<file path="src/rtl/mem_port_arbiter.sv">
// Shares one single-port RAM between the CPU FSM and an I/O requester, one transaction at a time.
// Define MEM_ARB_ROUND_ROBIN_EN for alternating tie-break; otherwise the CPU always wins a tie.
module mem_port_arbiter #(
  parameter int unsigned ADDR_W = 16,
  parameter int unsigned DATA_W = 16
) (
  input  logic              clk,
  input  logic              reset,
  input  logic              cpu_req,
  input  logic              cpu_we,
  input  logic [ADDR_W-1:0] cpu_addr,
  input  logic [DATA_W-1:0] cpu_wdata,
  output logic              cpu_gnt,
  output logic              cpu_rvalid,
  output logic [DATA_W-1:0] cpu_rdata,
  input  logic              io_req,
  input  logic              io_we,
  input  logic [ADDR_W-1:0] io_addr,
  input  logic [DATA_W-1:0] io_wdata,
  output logic              io_gnt,
  output logic              io_rvalid,
  output logic [DATA_W-1:0] io_rdata,
  output logic              ram_en,
  output logic              ram_we,
  output logic [ADDR_W-1:0] ram_addr,
  output logic [DATA_W-1:0] ram_wdata,
  input  logic [DATA_W-1:0] ram_rdata
);

  typedef enum logic [1:0] {StIdle, StAccess, StRdata} state_e;

  state_e            state_q, state_d;
  logic              owner_q, owner_d;  // 0 = CPU, 1 = IO
  logic              we_q, we_d;
  logic [ADDR_W-1:0] addr_q, addr_d;
  logic [DATA_W-1:0] wdata_q, wdata_d;
  logic              pick_io;

`ifdef MEM_ARB_ROUND_ROBIN_EN
  logic last_winner_q, last_winner_d;  // 0 = CPU, 1 = IO

  assign pick_io = io_req & (~cpu_req | ~last_winner_q);
`else
  assign pick_io = io_req & ~cpu_req;
`endif

  always_comb begin
    state_d    = state_q;
    owner_d    = owner_q;
    we_d       = we_q;
    addr_d     = addr_q;
    wdata_d    = wdata_q;
`ifdef MEM_ARB_ROUND_ROBIN_EN
    last_winner_d = last_winner_q;
`endif
    cpu_gnt    = 1'b0;
    io_gnt     = 1'b0;
    cpu_rvalid = 1'b0;
    io_rvalid  = 1'b0;
    cpu_rdata  = '0;
    io_rdata   = '0;
    ram_en     = 1'b0;
    ram_we     = 1'b0;
    ram_addr   = '0;
    ram_wdata  = '0;

    unique case (state_q)
      StIdle: begin
        // Grant is combinational, so it must be masked while reset is held.
        if (reset && (cpu_req || io_req)) begin
          owner_d = pick_io;
          state_d = StAccess;
`ifdef MEM_ARB_ROUND_ROBIN_EN
          last_winner_d = pick_io;
`endif
          if (pick_io) begin
            io_gnt  = 1'b1;
            we_d    = io_we;
            addr_d  = io_addr;
            wdata_d = io_wdata;
          end else begin
            cpu_gnt = 1'b1;
            we_d    = cpu_we;
            addr_d  = cpu_addr;
            wdata_d = cpu_wdata;
          end
        end
      end
      StAccess: begin
        ram_en    = 1'b1;
        ram_we    = we_q;
        ram_addr  = addr_q;
        ram_wdata = wdata_q;
        state_d   = we_q ? StIdle : StRdata;
      end
      StRdata: begin
        if (owner_q) begin
          io_rvalid = 1'b1;
          io_rdata  = ram_rdata;
        end else begin
          cpu_rvalid = 1'b1;
          cpu_rdata  = ram_rdata;
        end
        state_d = StIdle;
      end
      default: state_d = StIdle;
    endcase
  end

  always_ff @(posedge clk or negedge reset) begin
    if (!reset) begin
      state_q <= StIdle;
      owner_q <= 1'b0;
      we_q    <= 1'b0;
      addr_q  <= '0;
      wdata_q <= '0;
    end else begin
      state_q <= state_d;
      owner_q <= owner_d;
      we_q    <= we_d;
      addr_q  <= addr_d;
      wdata_q <= wdata_d;
    end
  end

`ifdef MEM_ARB_ROUND_ROBIN_EN
  // Reset to IO so that the CPU wins the first tie.
  always_ff @(posedge clk or negedge reset) begin
    if (!reset) begin
      last_winner_q <= 1'b1;
    end else begin
      last_winner_q <= last_winner_d;
    end
  end
`endif

endmodule

</file>
<file path="config.mk">
export PLATFORM = sky130hd
export DESIGN_NAME = mem_port_arbiter
export DESIGN_NICKNAME = d
export VERILOG_FILES = /design/src/rtl/mem_port_arbiter.sv
export SDC_FILE = /design/constraint.sdc
export NUM_CORES = 1
export LEC_CHECK = 0
export CAP_MARGIN = 10
export CORE_UTILIZATION = 37
export CTS_CLUSTER_SIZE = 8
export DETAILED_ROUTE_END_ITERATION = 8
export GPL_TIMING_DRIVEN = 0
export PLACE_DENSITY = 0.9
export RECOVER_POWER = 50
export SLEW_MARGIN = 20
export SYNTH_ARGS = -nofsm -noshare
export SYNTH_HDL_FRONTEND = slang
export SYNTH_SLANG_ARGS = --single-unit
</file>
<file path="constraint.sdc">
create_clock -name clk -period 2.2 [get_ports clk]
set_clock_uncertainty 0.2 [all_clocks]
set_input_delay 0.44 -clock clk [delete_from_list [all_inputs] [get_ports clk]]
set_output_delay 0.44 -clock clk [all_outputs]
set_load 0.01 [all_outputs]
</file>
==> impl_metrics.yaml, run 1 <==
clock_network:
  cts_tree: "yes"
  cts_sinks: 36
  clock_latency_ns: 0.28
  cts_buffers: 5
  root_buffer: "clkbuf_8"
  clk_path_buf_depth: 2
  htreeDepth: 2
  cts.reportedPaths.clkPinSlew_ns: 0.06
global_route:
  grt_overflow: 0
  grtUsageTotal_pct: 20.4
  grt_first_pass_wirelength_um: 11200
  grt_pass1_vias: 2231
  antenna_found_initial: 0
  grt_max_degree: 18
cells_and_area:
  synthToLayoutAreaGrowth_pct: 65.3
  fin_nets: 451
  drive_gt1_share_pct: 38.1
  fin_cells: 442
  antennaDiodeCount: 0
synth:
  yosysUniqueCellTypes: 16
  ys_ff_latch: 36
  netlist_area_um2: 2480
  syn-num-nets: 278
  synth_top_area_share_pct: 36.3
  syn_avg_cell_area_um2: 12.9
  synth-seq-area-share_pct: 36.3
  synth_cells: 192
  synth_area_leaders: "dfrtp_1, mux2_4, and2_1, buf_8, mux2_2"
  yosys_warnings: 0
  yosys.area.top_type: "dfrtp_1"
timing:
  setup_viol: 0
  max_freq_mhz: 465
  maxSlewHeadroom_pct: 37.5
  period_minus_slack_ns: 2.15
  slew_violations: 0
  hold_viol: 0
  rsz0062_at_grt: "false"
  tightest_slew_ns: 0.937
  holdWs_ns: 0.288
  fin_crit_sh_pct: 97.7
die:
  ios: 156
  die_width_um: 83.9
  row_count: 29
  coreArea_um2: 6420
  die_h_um: 83.9
  initial_utilization_pct: 38.7
  die_area_um2: 7040
worst_setup_path:
  worstSetupPathType: "flip-flop to primary output"
  critical_path.top_delay_family: "buffers and inverters"
  cp_slowest_cell: "dfrtp_2"
  cp_slowest_stage_delay_ns: 0.44
  r2r-end: "addr_q[9]$_DFFE_PN0P_"
  r2r_setup_slack_ns: 0.10
  arrival_ns: 1.51
  path_cells: "nor2b_4, buf_12, clkbuf_8, and2_1, clkdlybuf4s15_1"
  r2r_start: "state_q[1]$_DFFE_PN0P_"
  crit_fanout: 10
  crit_required_ns: 1.56
  cp-end-kind: "primary output"
  crit_buf_inv: 3
  reg2reg_depth: 7
  worst_setup_path_start_kind: "flip-flop"
routing:
  vias: 2019
  drtPass1Iterations: 6
  drtIter0Drc: 100
  wl_per_cell_um: 15.4
  route.detailed.drc: 17
  ant_nets: 0
  drt-total-wl_um: 6790
  via_per_inst: 4.57
placement:
  port_buffers: 155
  placed_cells: 425
  gp_congestion: 0.742
  hpwl_um: 5210
min_path:
  hold_path_end: "state_q[1]$_DFFE_PN0P_"
  hp-class: "flip-flop to flip-flop"
  min_from: "we_q$_DFFE_PN0P_"
  min_path_cells: 1
outcome:
  outcome: "finished, violations left"
  failed_checks: "DRC"
pwr:
  ir_worst_vdd_mv: 0.288
  power.leakage_nw: 2.02
  p_per_area_nw_per_um2: 593
  total_power_mw: 2.43
job:
  max_cap_viol_count: 0
[where the power goes]
part | leakage (nW) | switching (mW) | internal, mW | total, mW
logic | 1.56 | 0.353 | 0.683 | 1.04
clock network | 0.0410 | 0.215 | 0.215 | 0.430
registers | 0.421 | 0.109 | 0.858 | 0.967
[synth_stat cells]
cell and instances:
and2_1 65, mux2_4 58, dfrtp_1 36, mux2_2 8
buf_8 6, clkbuf_1 6, nor2b_1 3, nor3b_2 2
a21oi_1 1, and2_2 1, and3b_1 1, buf_4 1
buf_6 1, nand2b_1 1, nor2_1 1, o21a_1 1
[worst max-delay path by stage]
| stage | from | end | cells past startpoint |
|---|---|---|---|
| floorplan | state_q[0]$_DFFE_PN0P_ | io_rdata[10] | 4 |
| global placement | reset | cpu_gnt | 4 |
| detailed placement | state_q[0]$_DFFE_PN0P_ | ram_wdata[8] | 4 |
| CTS | state_q[0]$_DFFE_PN0P_ | ram_wdata[8] | 6 |
| global route | state_q[0]$_DFFE_PN0P_ | ram_addr[8] | 5 |
| finish | state_q[0]$_DFFE_PN0P_ | ram_addr[8] | 5 |
[cells by family (layout without fill, tap and decap cells)]
| logic type | count (synthesis) | after routing | share of synthesized area [%] |
|---|---|---|---|
| and+or+nand+nor | 74 | 74 | 19.2 |
| muxes | 66 | 66 | 38.7 |
| DFF | 36 | 36 | 36.3 |
| buffers and inverters | 14 | 187 | 5.29 |
| AOI/OAI and AO/OA | 2 | 2 | 0.504 |
[layout by cell type, fill, tap and decap left out, drive strengths merged, types with 2 or more instances in the layout]
master         count
and2              66
buf               47
clkbuf            30
clkdlybuf4s15     12
clkdlybuf4s50     84
dfrtp             36
dlygate4sd2       12
mux2              66
nor2b              3
nor3b              2
[cell type report]
cell class	count	area, µm²
tap	77	96.3
sequential	36	903
buffer	9	124
clock buffer	6	72.6
fill	539	2320
timing repair buffer	171	1440
multi-input combinational	142	1460
clock inverter	1	5.00
[sequential cells by signal, indices dropped and copies added, names as in the netlist]
signal / cells
owner_q: 1
wdata_q: 16
addr_q: 16
we_q: 1
state_q: 2
[per-layer routing]
layer,up-vias,track usage (%),routed length [µm]
met5,-,0,0
met2,73,38.6,3660
met1,951,23.8,2720
met4,0,4.23,70
met3,7,3.56,339
li1,988,-,-
[stage by stage]
stage                     setup TNS, ns  instance area [µm²]  utilization (%)  worst slack (ns)
after floorplan                       0                 2480                -             0.311
after CTS                        -0.108                 4280             66.6            -0.108
after global placement           -75.84                 4130             64.3             -1.67
after detailed placement         -21.05                 4150             64.5            -0.449
after global routing                  0                 4100             63.9           0.00101
final                                 0                 4100             63.9            0.0515
[timing repair]
item | in CTS | in global routing
setup endpoints to repair | 70 | 53
buffers inserted | 13 | 0
gates cloned | 1 | 0
pin swaps | 1 | 2
resized for setup | 195 | 35
endpoints found under the hold margin | 3 | 0
hold buffers | 1 | 0
Power figures use the tool's default switching activity.
==> run 2, diff against run 1 <==
--- a/config.mk
+++ b/config.mk
@@ -12,6 +12,7 @@
 export GPL_TIMING_DRIVEN = 0
 export PLACE_DENSITY = 0.9
 export RECOVER_POWER = 50
+export REMOVE_ABC_BUFFERS = 1
 export SLEW_MARGIN = 20
 export SYNTH_ARGS = -nofsm -noshare
 export SYNTH_HDL_FRONTEND = slang
==> run 2 against run 1 <==
Net effect: the flow finishes with violations (DRC, setup timing); utilization rose by 4.4 points; fmax fell by 6.6%; hold slack got worse by 0.031 ns; critical path depth rose by 2; non-clock buffer count fell by 3; sequential power barely moved; clock power rose by 11%; first-iteration DRC count fell by 53%; clock-buffer cell count did not move; global-route usage fell by 1.7 points; critical path type unchanged; critical endpoint is now cpu_rdata[7]; highest routed layer unchanged.
==> impl_metrics.yaml, run 2 (synthesis results as in run 1) <==
outcome:
  failed_checks: "DRC, setup timing"
  outcome: "finished, violations left"
timing:
  fin_crit_sh_pct: 105
  tightest_slew_ns: 0.888
  period_minus_slack_ns: 2.30
  maxSlewHeadroom_pct: 40.8
  rsz0062_at_grt: "true"
  max_freq_mhz: 435
  setup_tns_ns: -1.26
  hold_viol: 0
  slew_violations: 0
  setup_viol: 21
  layout_setup_ws_ns: -0.0994
clock_network:
  cts_buffers: 5
  cts.reportedPaths.clkPinSlew_ns: 0.07
  cts_tree: "yes"
  clk_path_buf_depth: 2
  root_buffer: "clkbuf_8"
  clock_latency_ns: 0.28
  cts_sinks: 36
  htreeDepth: 2
die:
  ios: 156
  row_count: 29
  die_area_um2: 7040
  die_width_um: 83.9
  die_h_um: 83.9
  initial_utilization_pct: 38.7
  coreArea_um2: 6420
placement:
  hpwl_um: 4750
  port_buffers: 155
  gp_congestion: 0.660
  placed_cells: 414
  dp_slack_ns: -0.469
pwr:
  pwr-share-comb_pct: 43.2
  p_int_mw: 1.85
  switchingPower_uw: 699
  switching_share_pct: 27.4
  p_per_area_nw_per_um2: 580
  power.leakage_nw: 2.21
  ir_worst_vdd_mv: 0.316
  seq_power_share_pct: 38.1
  total_power_mw: 2.55
  clkPwrFrac_pct: 18.8
worst_setup_path:
  critical_path.top_delay_family: "buffers and inverters"
  cp-end-kind: "primary output"
  worstSetupPathType: "flip-flop to primary output"
  path_common_cell: "buf_6"
  crit_buf_inv: 5
  path_cells: "buf_6, buf_6, nor3b_4, buf_6, clkbuf_16, and2_1, buf_2"
  cp_slowest_stage_delay_ns: 0.41
  reg2reg_depth: 6
  cp_slowest_cell: "dfrtp_2"
  worst_setup_path_start_kind: "flip-flop"
  cp_num_cells: 7
  arrival_ns: 1.66
  crit_required_ns: 1.56
  crit_fanout: 8
routing:
  route.detailed.drc: 28
  via_per_inst: 4.68
  ant_nets: 0
  drt-total-wl_um: 6620
  drtIter0Drc: 47
  vias: 2064
  drtPass1Iterations: 6
  wl_per_cell_um: 15.0
global_route:
  grtUsageTotal_pct: 18.7
  antenna_found_initial: 0
  grt_overflow: 0
  grt_pass1_vias: 2168
  grt_first_pass_wirelength_um: 10600
  grt_max_degree: 24
min_path:
  min_path_cells: 1
  hp-class: "flip-flop to flip-flop"
cells_and_area:
  final_cell_mix: "clkdlybuf4s50_1, mux2_4, and2_1, dfrtp_1, dlygate4sd2_1"
  layout_commonest_cell: "clkdlybuf4s50_1"
  antennaDiodeCount: 0
  fin_nets: 449
  top_regs: "addr_q: 16 flops, wdata_q: 16 flops, state_q: 2 flops"
  drive_gt1_share_pct: 41.2
  fin_cells: 441
  synthToLayoutAreaGrowth_pct: 76.8
job:
  max_cap_viol_count: 0
run 2: cell types whose count changed in the layout (fill, tap and decap cells not counted), sizes merged:
cell / before / now
dlymetal6s2s: 0 / 2
clkbuf: 30 / 25
clkdlybuf4s15: 12 / 4
dlygate4sd2: 12 / 32
clkdlybuf4s50: 84 / 83
and3b: 1 / 2
buf: 47 / 36
clkinv: 1 / 2
run 2: repair_timing:
item / in CTS / in global routing
pin swaps: 1 / 10
hold endpoints to repair: 3 / 0
endpoints found under the setup margin: 103 / 33
setup buffers: 7 / 6
resized for setup: 139 / 69
cloned: 2 / 3
hold buffers: 1 / 0
run 2: through the flow:
| step | util (%) | area, µm² | hold slack (ns) |
|---|---|---|---|
| detailed placement | 63.6 | 4080 | 0.0687 |
| CTS | 65.2 | 4190 | 0.0662 |
| finish | 68.3 | 4390 | 0.258 |
| floorplan | - | 2350 | -0.0556 |
| global route | 68.3 | 4390 | 0.294 |
| global placement | 62.3 | 4000 | 0.239 |
run 2: metal layers:
layer	part of all wire, %	wire length (µm)	global-route usage, %
met5	0	0	0
met4	0.94	62	4.70
met3	9.9	654	6.43
met2	52	3420	33.8
met1	37	2480	20.9
run 2: worst register-to-register path: stages (launching register included):
cell	delay, ns
dfrtp_2	0.41
buf_6	0.13
buf_12	0.12
nor3b_4	0.22
o21a_4	0.41
buf_16	0.22
mux2_4	0.32
run 2: cell type report:
cell class | count | area (µm²)
Multi-Input combinational cell | 143 | 1530
Tap cell | 77 | 96.3
Sequential cell | 36 | 903
Timing Repair Buffer | 177 | 1770
Clock buffer | 6 | 82.6
Clock inverter | 2 | 10.0
Fill cell | 492 | 2030
run 2: power by group through the flow:
stage	Sequential [mW]	Combinational (mW)	Clock, mW
global route	0.999	1.18	0.525
detailed placement	0.970	1.07	0
floorplan	0.933	0.590	0
global placement	0.959	1.03	0
finish	0.970	1.10	0.478
CTS	0.973	1.02	0.497
run 2: path summary, 6_finish.rpt:
check | start | to | slack, ns
min in group asynchronous | reset | addr_q[11]$_DFFE_PN0P_ | 0.31
max in group asynchronous | reset | state_q[1]$_DFFE_PN0P_ | 0.77
worst max register to register | state_q[0]$_DFFE_PN0P_ | wdata_q[11]$_DFFE_PN0P_ | 0.06
worst min register to register | we_q$_DFFE_PN0P_ | state_q[1]$_DFFE_PN0P_ | 0.26
worst min-delay path | we_q$_DFFE_PN0P_ | state_q[1]$_DFFE_PN0P_ | 0.26
worst max-delay path | state_q[0]$_DFFE_PN0P_ | cpu_rdata[7] | -0.1
==> run 3, diff against run 2 <==
--- a/config.mk
+++ b/config.mk
@@ -9,6 +9,7 @@
 export CORE_UTILIZATION = 37
 export CTS_CLUSTER_SIZE = 8
 export DETAILED_ROUTE_END_ITERATION = 8
+export GPL_ROUTABILITY_DRIVEN = 0
 export GPL_TIMING_DRIVEN = 0
 export PLACE_DENSITY = 0.9
 export RECOVER_POWER = 50
==> results of run 3 <==
No change in the layout: final DEF, timing and power equal those of run 2.
